## src/rtl/input_buffer_pkg.sv

```systemverilog
// Shared types for the UART-to-AES input path.
// Block layout: byte 0 (first received) sits in bits [127:120].
package input_buffer_pkg;

  localparam int DATA_WIDTH      = 8;
  localparam int AES_BLOCK_BYTES = 16;
  localparam int BLOCK_BITS      = DATA_WIDTH * AES_BLOCK_BYTES;

  typedef logic [BLOCK_BITS-1:0] text_t;

  typedef enum logic {
    IBUF_COLLECT,
    IBUF_PENDING
  } in_buffer_fsm_e;

  // Write one byte into its big-endian slot of a block.
  function automatic text_t put_byte(
    input text_t                 blk,
    input logic [3:0]            idx,
    input logic [DATA_WIDTH-1:0] b
  );
    text_t r;
    r = blk;
    r[(AES_BLOCK_BYTES - 1 - int'(idx)) * DATA_WIDTH +: DATA_WIDTH] = b;
    return r;
  endfunction

endpackage

```

## src/rtl/input_buffer.sv

```systemverilog
// Assembles UART bytes into 128-bit blocks and feeds the AES input FIFO.
// One assembly register plus one holding register; stale partials time out.
module input_buffer
  import input_buffer_pkg::*;
#(
  parameter int TIMEOUT_CYCLES = 65536
) (
  input  logic                  clk,
  input  logic                  reset_n,
  input  logic                  rx_done,
  input  logic [DATA_WIDTH-1:0] rx_byte,
  input  logic                  fifo_full,
  output logic                  buffer_write,
  output text_t                 text_out,
  output logic                  frame_error,
  output logic                  overrun,
  output logic                  busy
);

  localparam int CW = (TIMEOUT_CYCLES > 1) ? $clog2(TIMEOUT_CYCLES) : 1;
  localparam logic [CW-1:0] CNT_LAST = CW'(TIMEOUT_CYCLES - 1);

  in_buffer_fsm_e  state_q, state_d;
  logic [3:0]      idx_q, idx_d;
  logic [CW-1:0]   cnt_q, cnt_d;
  text_t           asm_q, asm_d;
  text_t           text_q, text_d;
  logic            hold_q, hold_d;
  logic            ferr_q, ferr_d;
  logic            ovr_q, ovr_d;
  logic            hold_free;
  logic            load;
  text_t           load_val;
  text_t           asm_new;

  assign buffer_write = hold_q && !fifo_full;
  assign hold_free    = !hold_q || buffer_write;
  assign asm_new      = put_byte(asm_q, idx_q, rx_byte);
  assign text_out     = text_q;
  assign frame_error  = ferr_q;
  assign overrun      = ovr_q;
  assign busy         = (idx_q != 4'd0) || (state_q == IBUF_PENDING) || hold_q;

  // Next-state: byte assembly, timeout, pending hand-off and hold register.
  always_comb begin
    state_d  = state_q;
    idx_d    = idx_q;
    cnt_d    = cnt_q;
    asm_d    = asm_q;
    text_d   = text_q;
    hold_d   = hold_q;
    ferr_d   = 1'b0;
    ovr_d    = 1'b0;
    load     = 1'b0;
    load_val = asm_q;
    unique case (state_q)
      IBUF_COLLECT: begin
        if (rx_done) begin
          asm_d = asm_new;
          cnt_d = '0;
          if (idx_q != 4'd15) begin
            idx_d = idx_q + 4'd1;
          end else if (hold_free) begin
            load     = 1'b1;
            load_val = asm_new;
            idx_d    = 4'd0;
          end else begin
            state_d = IBUF_PENDING;
          end
        end else if (idx_q != 4'd0) begin
          if (cnt_q == CNT_LAST) begin
            idx_d  = 4'd0;
            cnt_d  = '0;
            ferr_d = 1'b1;
          end else begin
            cnt_d = cnt_q + 1'b1;
          end
        end
      end
      IBUF_PENDING: begin
        if (rx_done) ovr_d = 1'b1;
        if (hold_free) begin
          load    = 1'b1;
          idx_d   = 4'd0;
          state_d = IBUF_COLLECT;
        end
      end
      default: state_d = IBUF_COLLECT;
    endcase
    if (load) begin
      text_d = load_val;
      hold_d = 1'b1;
    end else if (buffer_write) begin
      hold_d = 1'b0;
    end
  end

  // State registers; reset drops any partial or held block.
  always_ff @(posedge clk or negedge reset_n) begin
    if (!reset_n) begin
      state_q <= IBUF_COLLECT;
      idx_q   <= 4'd0;
      cnt_q   <= '0;
      asm_q   <= '0;
      text_q  <= '0;
      hold_q  <= 1'b0;
      ferr_q  <= 1'b0;
      ovr_q   <= 1'b0;
    end else begin
      state_q <= state_d;
      idx_q   <= idx_d;
      cnt_q   <= cnt_d;
      asm_q   <= asm_d;
      text_q  <= text_d;
      hold_q  <= hold_d;
      ferr_q  <= ferr_d;
      ovr_q   <= ovr_d;
    end
  end

endmodule

```

## config.mk

```make
export PLATFORM = sky130hd
export DESIGN_NAME = input_buffer
export DESIGN_NICKNAME = d
export VERILOG_FILES = /design/src/rtl/input_buffer_pkg.sv /design/src/rtl/input_buffer.sv
export SDC_FILE = /design/constraint.sdc
export NUM_CORES = 1
export LEC_CHECK = 0
export BUFFER_PORTS_ARGS = -buffer_cell sky130_fd_sc_hd__buf_2
export CORE_MARGIN = 1
export CORE_UTILIZATION = 58
export CTS_CLUSTER_SIZE = 20
export DETAILED_ROUTE_END_ITERATION = 10
export GPL_TIMING_DRIVEN = 0
export PLACE_DENSITY = 0.8
export SYNTH_ARGS = -nofsm -noshare
export SYNTH_HDL_FRONTEND = slang
export SYNTH_SLANG_ARGS = --single-unit
```

## constraint.sdc

```tcl
create_clock -name clk -period 3.8 [get_ports clk]
set_clock_uncertainty 0.2 [all_clocks]
set_input_delay 0.76 -clock clk [delete_from_list [all_inputs] [get_ports clk]]
set_output_delay 0.76 -clock clk [all_outputs]
set_load 0.01 [all_outputs]
```

==> results of run 1 <==
## synthesized netlist by cell type (2+ instances only)
library cell | n | area, um2
buf_4 | 7 | 52.55
nand2b_1 | 6 | 37.54
a31oi_1 | 7 | 43.79
o21ai_0 | 13 | 65.06
or2_2 | 3 | 18.77
buf_2 | 16 | 80.08
and2_1 | 10 | 62.56
nor3_1 | 5 | 25.02
nand3_2 | 2 | 20.02
mux2_2 | 244 | 2748
nand3_1 | 11 | 55.05
and3_1 | 5 | 31.28
a21o_1 | 2 | 15.01
o31ai_1 | 3 | 22.52
a21oi_1 | 11 | 55.05
nor4_1 | 7 | 43.79
ha_1 | 4 | 50.05
inv_1 | 13 | 48.80
xnor2_1 | 5 | 43.79
nor2b_1 | 5 | 31.28
nor4b_1 | 2 | 17.52
o2bb2ai_1 | 2 | 17.52
dfrtp_1 | 280 | 7007
or3_1 | 4 | 25.02
or4_1 | 2 | 15.01
clkbuf_1 | 15 | 56.30
nand2_1 | 25 | 93.84
nor2_2 | 6 | 37.54
nor3b_1 | 2 | 15.01
a32o_1 | 2 | 20.02
nand4b_1 | 4 | 35.03
nand4_1 | 5 | 31.28
nor2_1 | 25 | 93.84
mux2i_1 | 11 | 110.1
## layout make-up
class	instances	area, um2	area share (%)
Sequential cell	280	7007	52.69
Buffer	38	188.9	1.421
Inverter	13	48.80	0.3669
Timing Repair Buffer	146	790.8	5.946
Antenna cell	1	2.502	0.01882
Tap cell	260	325.3	2.446
Multi-Input combinational cell	457	4120	30.98
Clock inverter	6	45.04	0.3387
Clock buffer	39	770.7	5.795
## per-layer routing
layer | wire length, um | share of wire, % | track usage, % | vias up
li1 | - | - | - | 3174
met1 | 10390 | 42 | 34.71 | 3591
met2 | 11760 | 48 | 41.20 | 230
met3 | 1681 | 6.8 | 6.258 | 59
met4 | 864 | 3.5 | 9.734 | 0
met5 | 0 | 0 | 0 | -
## power by group through the flow
stage / Sequential, mW / Combinational (mW) / Clock [mW]
3_3_place_gp: 4.52 / 2.65 / 0
6_report: 4.53 / 2.77 / 2.50
3_5_place_dp: 4.57 / 2.75 / 0
5_1_grt: 4.66 / 3.01 / 2.64
2_1_floorplan: 4.63 / 1.63 / 0
4_1_cts: 4.53 / 2.78 / 2.55
## worst max-delay path, stage by stage (launching register included)
cell,delay (ns)
dfrtp_1,0.45
clkbuf_1,0.37
inv_1,0.11
ha_1,0.38
clkbuf_1,0.25
nor2_2,0.37
o2111ai_1,0.24
nor2_2,0.47
mux2_2,0.40
## cell usage in the layout, fill, tap and decap left out, types with 3 or more instances in the layout
master     synthesis  final
clkbuf_1          15     22
nand4_1            5      5
a31oi_1            7      7
or3_1              4      4
mux2_2           244    244
nor4_1             7      7
buf_2             16    158
clkbuf_16          0     27
or2_2              3      3
inv_1             13     13
a21oi_1           11     11
xnor2_1            5      5
ha_1               4      4
nor2_2             6      7
clkbuf_8           0      5
buf_4              7      7
o31ai_1            3      3
nor3_1             5      5
nand4b_1           4      4
and3_1             5      5
nor2b_1            5      5
nand2b_1           6      6
nand2_1           25     25
mux2i_1           11     11
clkinv_2           0      5
o21ai_0           13     13
dfrtp_1          280    280
nand3_1           11     11
and2_1            10     10
nor2_1            25     24
## worst max path at each step
stage	end	slack (ns)	cells past startpoint
finish	asm_q[28]$_DFFE_PN0P_	0.43	8
global route	asm_q[30]$_DFFE_PN0P_	0.11	8
CTS	asm_q[28]$_DFFE_PN0P_	0.27	8
detailed placement	asm_q[31]$_DFFE_PN0P_	0.29	8
global placement	text_out[46]$_DFFE_PN0P_	-3.25	1
floorplan	asm_q[24]$_DFFE_PN0P_	1.00	8
## flip-flops by register name, indices dropped and copies added, names as in the netlist
register     flops
hold_q           1
state_q          1
idx_q            4
frame_error      1
text_out       128
cnt_q           16
overrun          1
asm_q          128
## cell families after synthesis
family | synth area share, %
adder cells (fa/ha/maj) | 0.4405
buffers and inverters | 2.092
flip-flops | 61.67
AND/OR/NAND/NOR | 6.794
XOR/XNOR | 0.4625
multiplexers | 25.15
AO/OA/AOI/OAI | 3.392
## per-stage QoR
stage | utilization [%] | cells | total power, mW | setup WS (ns)
6_report | 70.16 | 1240 | 9.796 | 0.4341
2_1_floorplan | - | 788 | 6.269 | 1.004
3_5_place_dp | 65.78 | 1193 | 7.328 | 0.2871
4_1_cts | 70.13 | 1239 | 9.860 | 0.2684
5_1_grt | 70.16 | 1240 | 10.31 | 0.1147
3_3_place_gp | 65.43 | 1191 | 7.177 | -3.255
## what timing repair did
| action | CTS | global route |
|---|---|---|
| hold buffers | 1 | 0 |
| endpoints found under the setup margin | 0 | 16 |
| gates resized for setup | 0 | 1 |
| endpoints found under the hold margin | 49 | 0 |
==> metrics.txt, run 1 <==
status=finished, final reports clean; path depth of the worst reg2reg path=8; Die Y=142.0 um; Seq pwr share=46.2%; #FFs+latches synth=280; CTS tree=yes; vias in the first global route=7,239; root cell of the clock tree=clkbuf_16; core area=18,960 um2; Max Cap Violations=0; fraction of synthesis flops using an asynchronous set or reset pin=100.0%; R2R Path End=asm_q[28]$_DFFE_PN0P_; register area share after synthesis=61.67%; row count=50; fin crit share=88.58%; Finished Cell Area=13,300 um2; Gate Count Post-Synth=788; GPL Wtd Cong=0.9076; hold crit path type=reg -> reg; CP required=4.03 ns; drt pass-1 iters=5; Post-DP HPWL=16,650 um; Slew HR=42.10%; FMAX=297.1 MHz; fill cell count=1,299; Final setup violation count=0; Netlist Area Pre-Place=11,360 um2; Sink Count=280; pwr/cell area=736.6 nW/um2; Final Max Slew Viols=0; Synth warnings=0; Peak VDD IR=0.0004657 V; layout cells sized above 1=47.80%; Sw Ratio=30.94%; Psw=3.031 mW; minimum clock period=3.366 ns; drt wl/cell=19.92 um; Int Pwr=6.764 mW; Area Overhead vs Synth=17.05%; Initial Utilization=59.94%; Final ANT Viol Nets=0; Post-Syn Nets=804; drt via density=5.689; Logic pwr share=28.2%; Synth Flop Type=dfrtp_1; Die Wd=142.0 um; vias=7,054; RR Startpoint=idx_q[0]$_DFFE_PN0P_; syn avg cell area=14.42 um2; initial antenna violation count=1; count of final hold-check violations=0; EDFF count, synth=0; Num CTS Buffers=27; Post-Place Cell Area=12,470 um2; startpoint types=flop; Worst setup EP type=flop; NumNets Final=979; GRT overflow=0; Hold Crit Depth=2; maximum fanout along the worst path=10; R2R Setup Slk=0.43 ns; Die ar.=20,150 um2; kind of critical path=reg -> reg; post-route setup TNS=0 ns; Synth cell types=58; first-pass GRT wire length=39,740 um; Worst EP arrival=3.60 ns; deepest clock path buffer count=3; clk_lat worst skew=0.55 ns; pin count of the biggest net entering global routing=129; Worst-Margin Slew=0.8684 ns; Routed WL=24,700 um; H-Tree Level Count=1; Hold Slack=0.2949 ns; # IOs=144; Residual DRC=0; Worst Hold End=asm_q[7]$_DFFE_PN0P_; Clock transition at path regs=0.06 ns; crit path from=idx_q[0]$_DFFE_PN0P_; share of total power in the clock network=25.5%; Static Leak=6.664 nW; drt initial violations=330; RSZ-0062 raised after global routing=no; Tot GR Track Use=25.86%; Port Buf Inserts=143; HP Start=asm_q[7]$_DFFE_PN0P_; postcts setup bufs=0
Power figures use the tool's default switching activity.
==> run 2: changes to the inputs <==
--- a/config.mk
+++ b/config.mk
@@ -11,7 +11,7 @@
 export CTS_CLUSTER_SIZE = 20
 export DETAILED_ROUTE_END_ITERATION = 10
 export GPL_TIMING_DRIVEN = 0
-export PLACE_DENSITY = 0.8
+export PLACE_DENSITY = 0.82
 export SYNTH_ARGS = -nofsm -noshare
 export SYNTH_HDL_FRONTEND = slang
 export SYNTH_SLANG_ARGS = --single-unit
==> run 2 against run 1 <==
Compared with the run above: via count is essentially flat; sequential power is essentially flat; maximum frequency shrank 5.0%; sequential share of layout area shrank 0.30 points; register-to-register slack worse by 0.18 ns; final cell count is 0.40% higher.
==> metrics.txt, run 2 (synthesis gave the netlist of run 1 again) <==
Setup WS pre-CTS=0.3248 ns (was 0.2871 ns); Die ar.=20,150 um2 (unchanged); most frequent cells in the layout=dfrtp_1 (280), mux2_2 (244), buf_2 (158) (unchanged); most frequent CP cell=clkbuf_1; Post-Place Cell Area=12,470 um2 (unchanged); # IOs=144 (unchanged); Int Pwr=6.902 mW (was 6.764 mW); initial antenna violation count=1 (unchanged); Buf/Inv on CP=3 (unchanged); Finished Cell Area=13,380 um2 (was 13,300 um2); Area Overhead vs Synth=17.72% (was 17.05%); fill cell count=1,279 (was 1,299); Core Util, Final=70.56% (was 70.16%); fin crit share=93.22% (was 88.58%); Seq pwr share=45.5% (was 46.2%); Die Y=142.0 um (unchanged); maximum fanout along the worst path=10 (unchanged); CTS tree=yes (unchanged); Sink Count=280 (unchanged); pin count of the biggest net entering global routing=98 (was 129); Clock transition at path regs=0.07 ns (was 0.06 ns); drt pass-1 iters=5 (unchanged); count of final hold-check violations=0 (unchanged); Peak VDD IR=0.0004541 V (was 0.0004657 V); Final Max Slew Viols=0 (unchanged); Worst EP arrival=3.77 ns (was 3.60 ns); FMAX=282.3 MHz (was 297.1 MHz); CP required=4.03 ns (about the same); Worst path top cell family by delay=simple AND/OR/NAND/NOR gates (unchanged); commonest non-fill, non-tap cell in the layout=dfrtp_1 (unchanged); RSZ-0062 raised after global routing=no (unchanged); Residual DRC=0 (unchanged); root cell of the clock tree=clkbuf_16 (unchanged); Post-CTS Hold Fix Bufs=0 (was 1); placed cells=1,193 (unchanged); total power=9.981 mW (was 9.796 mW); NumNets Final=979 (unchanged); clk_lat worst skew=0.54 ns (was 0.55 ns); core area=18,960 um2 (unchanged); kind of critical path=reg -> reg (unchanged); Psw=3.079 mW (was 3.031 mW); Max Cap Violations=0 (unchanged); first-pass GRT wire length=39,660 um (was 39,740 um); Routed WL=25,040 um (was 24,700 um); Worst-Margin Slew=0.9117 ns (was 0.8684 ns); startpoint types=flop (unchanged); drt via density=5.664 (was 5.689); vias=7,052 (was 7,054); share of total power in the clock network=26.8% (was 25.5%); Critical Path Slowest Stage Cell=dfrtp_1 (was nor2_2); postcts setup bufs=0 (unchanged); CP max stage delay=0.47 ns (about the same); H-Tree Level Count=1 (unchanged); vias in the first global route=7,123 (was 7,239); Initial Utilization=59.94% (unchanged); post-CTS sizing=0 (unchanged); drt initial violations=373 (was 330); Final setup violation count=0 (unchanged); layout cells sized above 1=48.27% (was 47.80%); row count=50 (unchanged); Slew HR=39.22% (was 42.10%); critical path cell sequence=clkbuf_1, inv_1, ha_1, clkbuf_1, nor2_1, o2111ai_1, nor2_2, mux2_2 (was clkbuf_1, inv_1, ha_1, clkbuf_1, nor2_2, o2111ai_1, nor2_2, mux2_2); pwr/cell area=746.3 nW/um2 (was 736.6 nW/um2); GPL Wtd Cong=0.8997 (was 0.9076); Non-Filler Instances=1,245 (was 1,240); Worst setup EP type=flop (unchanged); deepest clock path buffer count=3 (unchanged); final worst slack=0.2575 ns (was 0.4341 ns); minimum clock period=3.543 ns (was 3.366 ns); Sw Ratio=30.85% (was 30.94%); Num CTS Buffers=28 (was 27); status=finished, final reports clean (unchanged); GRT overflow=0 (unchanged); drt wl/cell=20.11 um (was 19.92 um); Die Wd=142.0 um (unchanged); Port Buf Inserts=143 (unchanged); hold crit path type=in -> async (was reg -> reg); Logic pwr share=27.7% (was 28.2%); Final ANT Viol Nets=0 (unchanged); post-route setup TNS=0 ns (unchanged); Tot GR Track Use=25.73% (was 25.86%); Hold Slack=0.06061 ns (was 0.2949 ns); Post-DP HPWL=16,440 um (was 16,650 um); Static Leak=6.704 nW (was 6.664 nW)
==> run 2: final timing paths <==
check / cells after the start / end / from / slack [ns]
setup / recovery: 8 / asm_q[26]$_DFFE_PN0P_ / idx_q[0]$_DFFE_PN0P_ / 0.26
hold / removal: 1 / cnt_q[11]$_DFFE_PN0P_ / reset_n / 0.06
setup reg to reg: 8 / asm_q[26]$_DFFE_PN0P_ / idx_q[0]$_DFFE_PN0P_ / 0.26
hold reg to reg: 2 / asm_q[5]$_DFFE_PN0P_ / asm_q[5]$_DFFE_PN0P_ / 0.28
max in group asynchronous: 3 / asm_q[47]$_DFFE_PN0P_ / reset_n / 2.01
min in group clk: 2 / asm_q[5]$_DFFE_PN0P_ / asm_q[5]$_DFFE_PN0P_ / 0.28
==> run 2: layout make-up <==
type                       instances  area, um2  share of cell area, %
tap                              260      325.3                  2.432
clock inverter                    12      102.6                 0.7671
inverter                          13      48.80                 0.3648
buffer                            38      188.9                  1.413
timing repair buffer             145      780.7                  5.837
multi-input combinational        457       4118                  30.79
antenna                            1      2.502                0.01871
sequential                       280       7007                  52.39
clock buffer                      39      802.0                  5.996
==> run 2: power by group through the flow <==
stage	clock network, mW	registers (mW)	logic [mW]
3_3_place_gp	0	4.52	2.65
3_5_place_dp	0	4.57	2.74
4_1_cts	2.72	4.54	2.78
6_report	2.68	4.54	2.76
5_1_grt	2.83	4.67	2.99
2_1_floorplan	0	4.63	1.63
==> run 2: metal layers <==
layer | up-vias | track usage [%] | wire, um
met3 | 54 | 6.393 | 1788
met1 | 3608 | 35.56 | 11000
met4 | 0 | 8.942 | 796
met2 | 217 | 40.06 | 11450
met5 | - | 0 | 0
li1 | 3173 | - | -
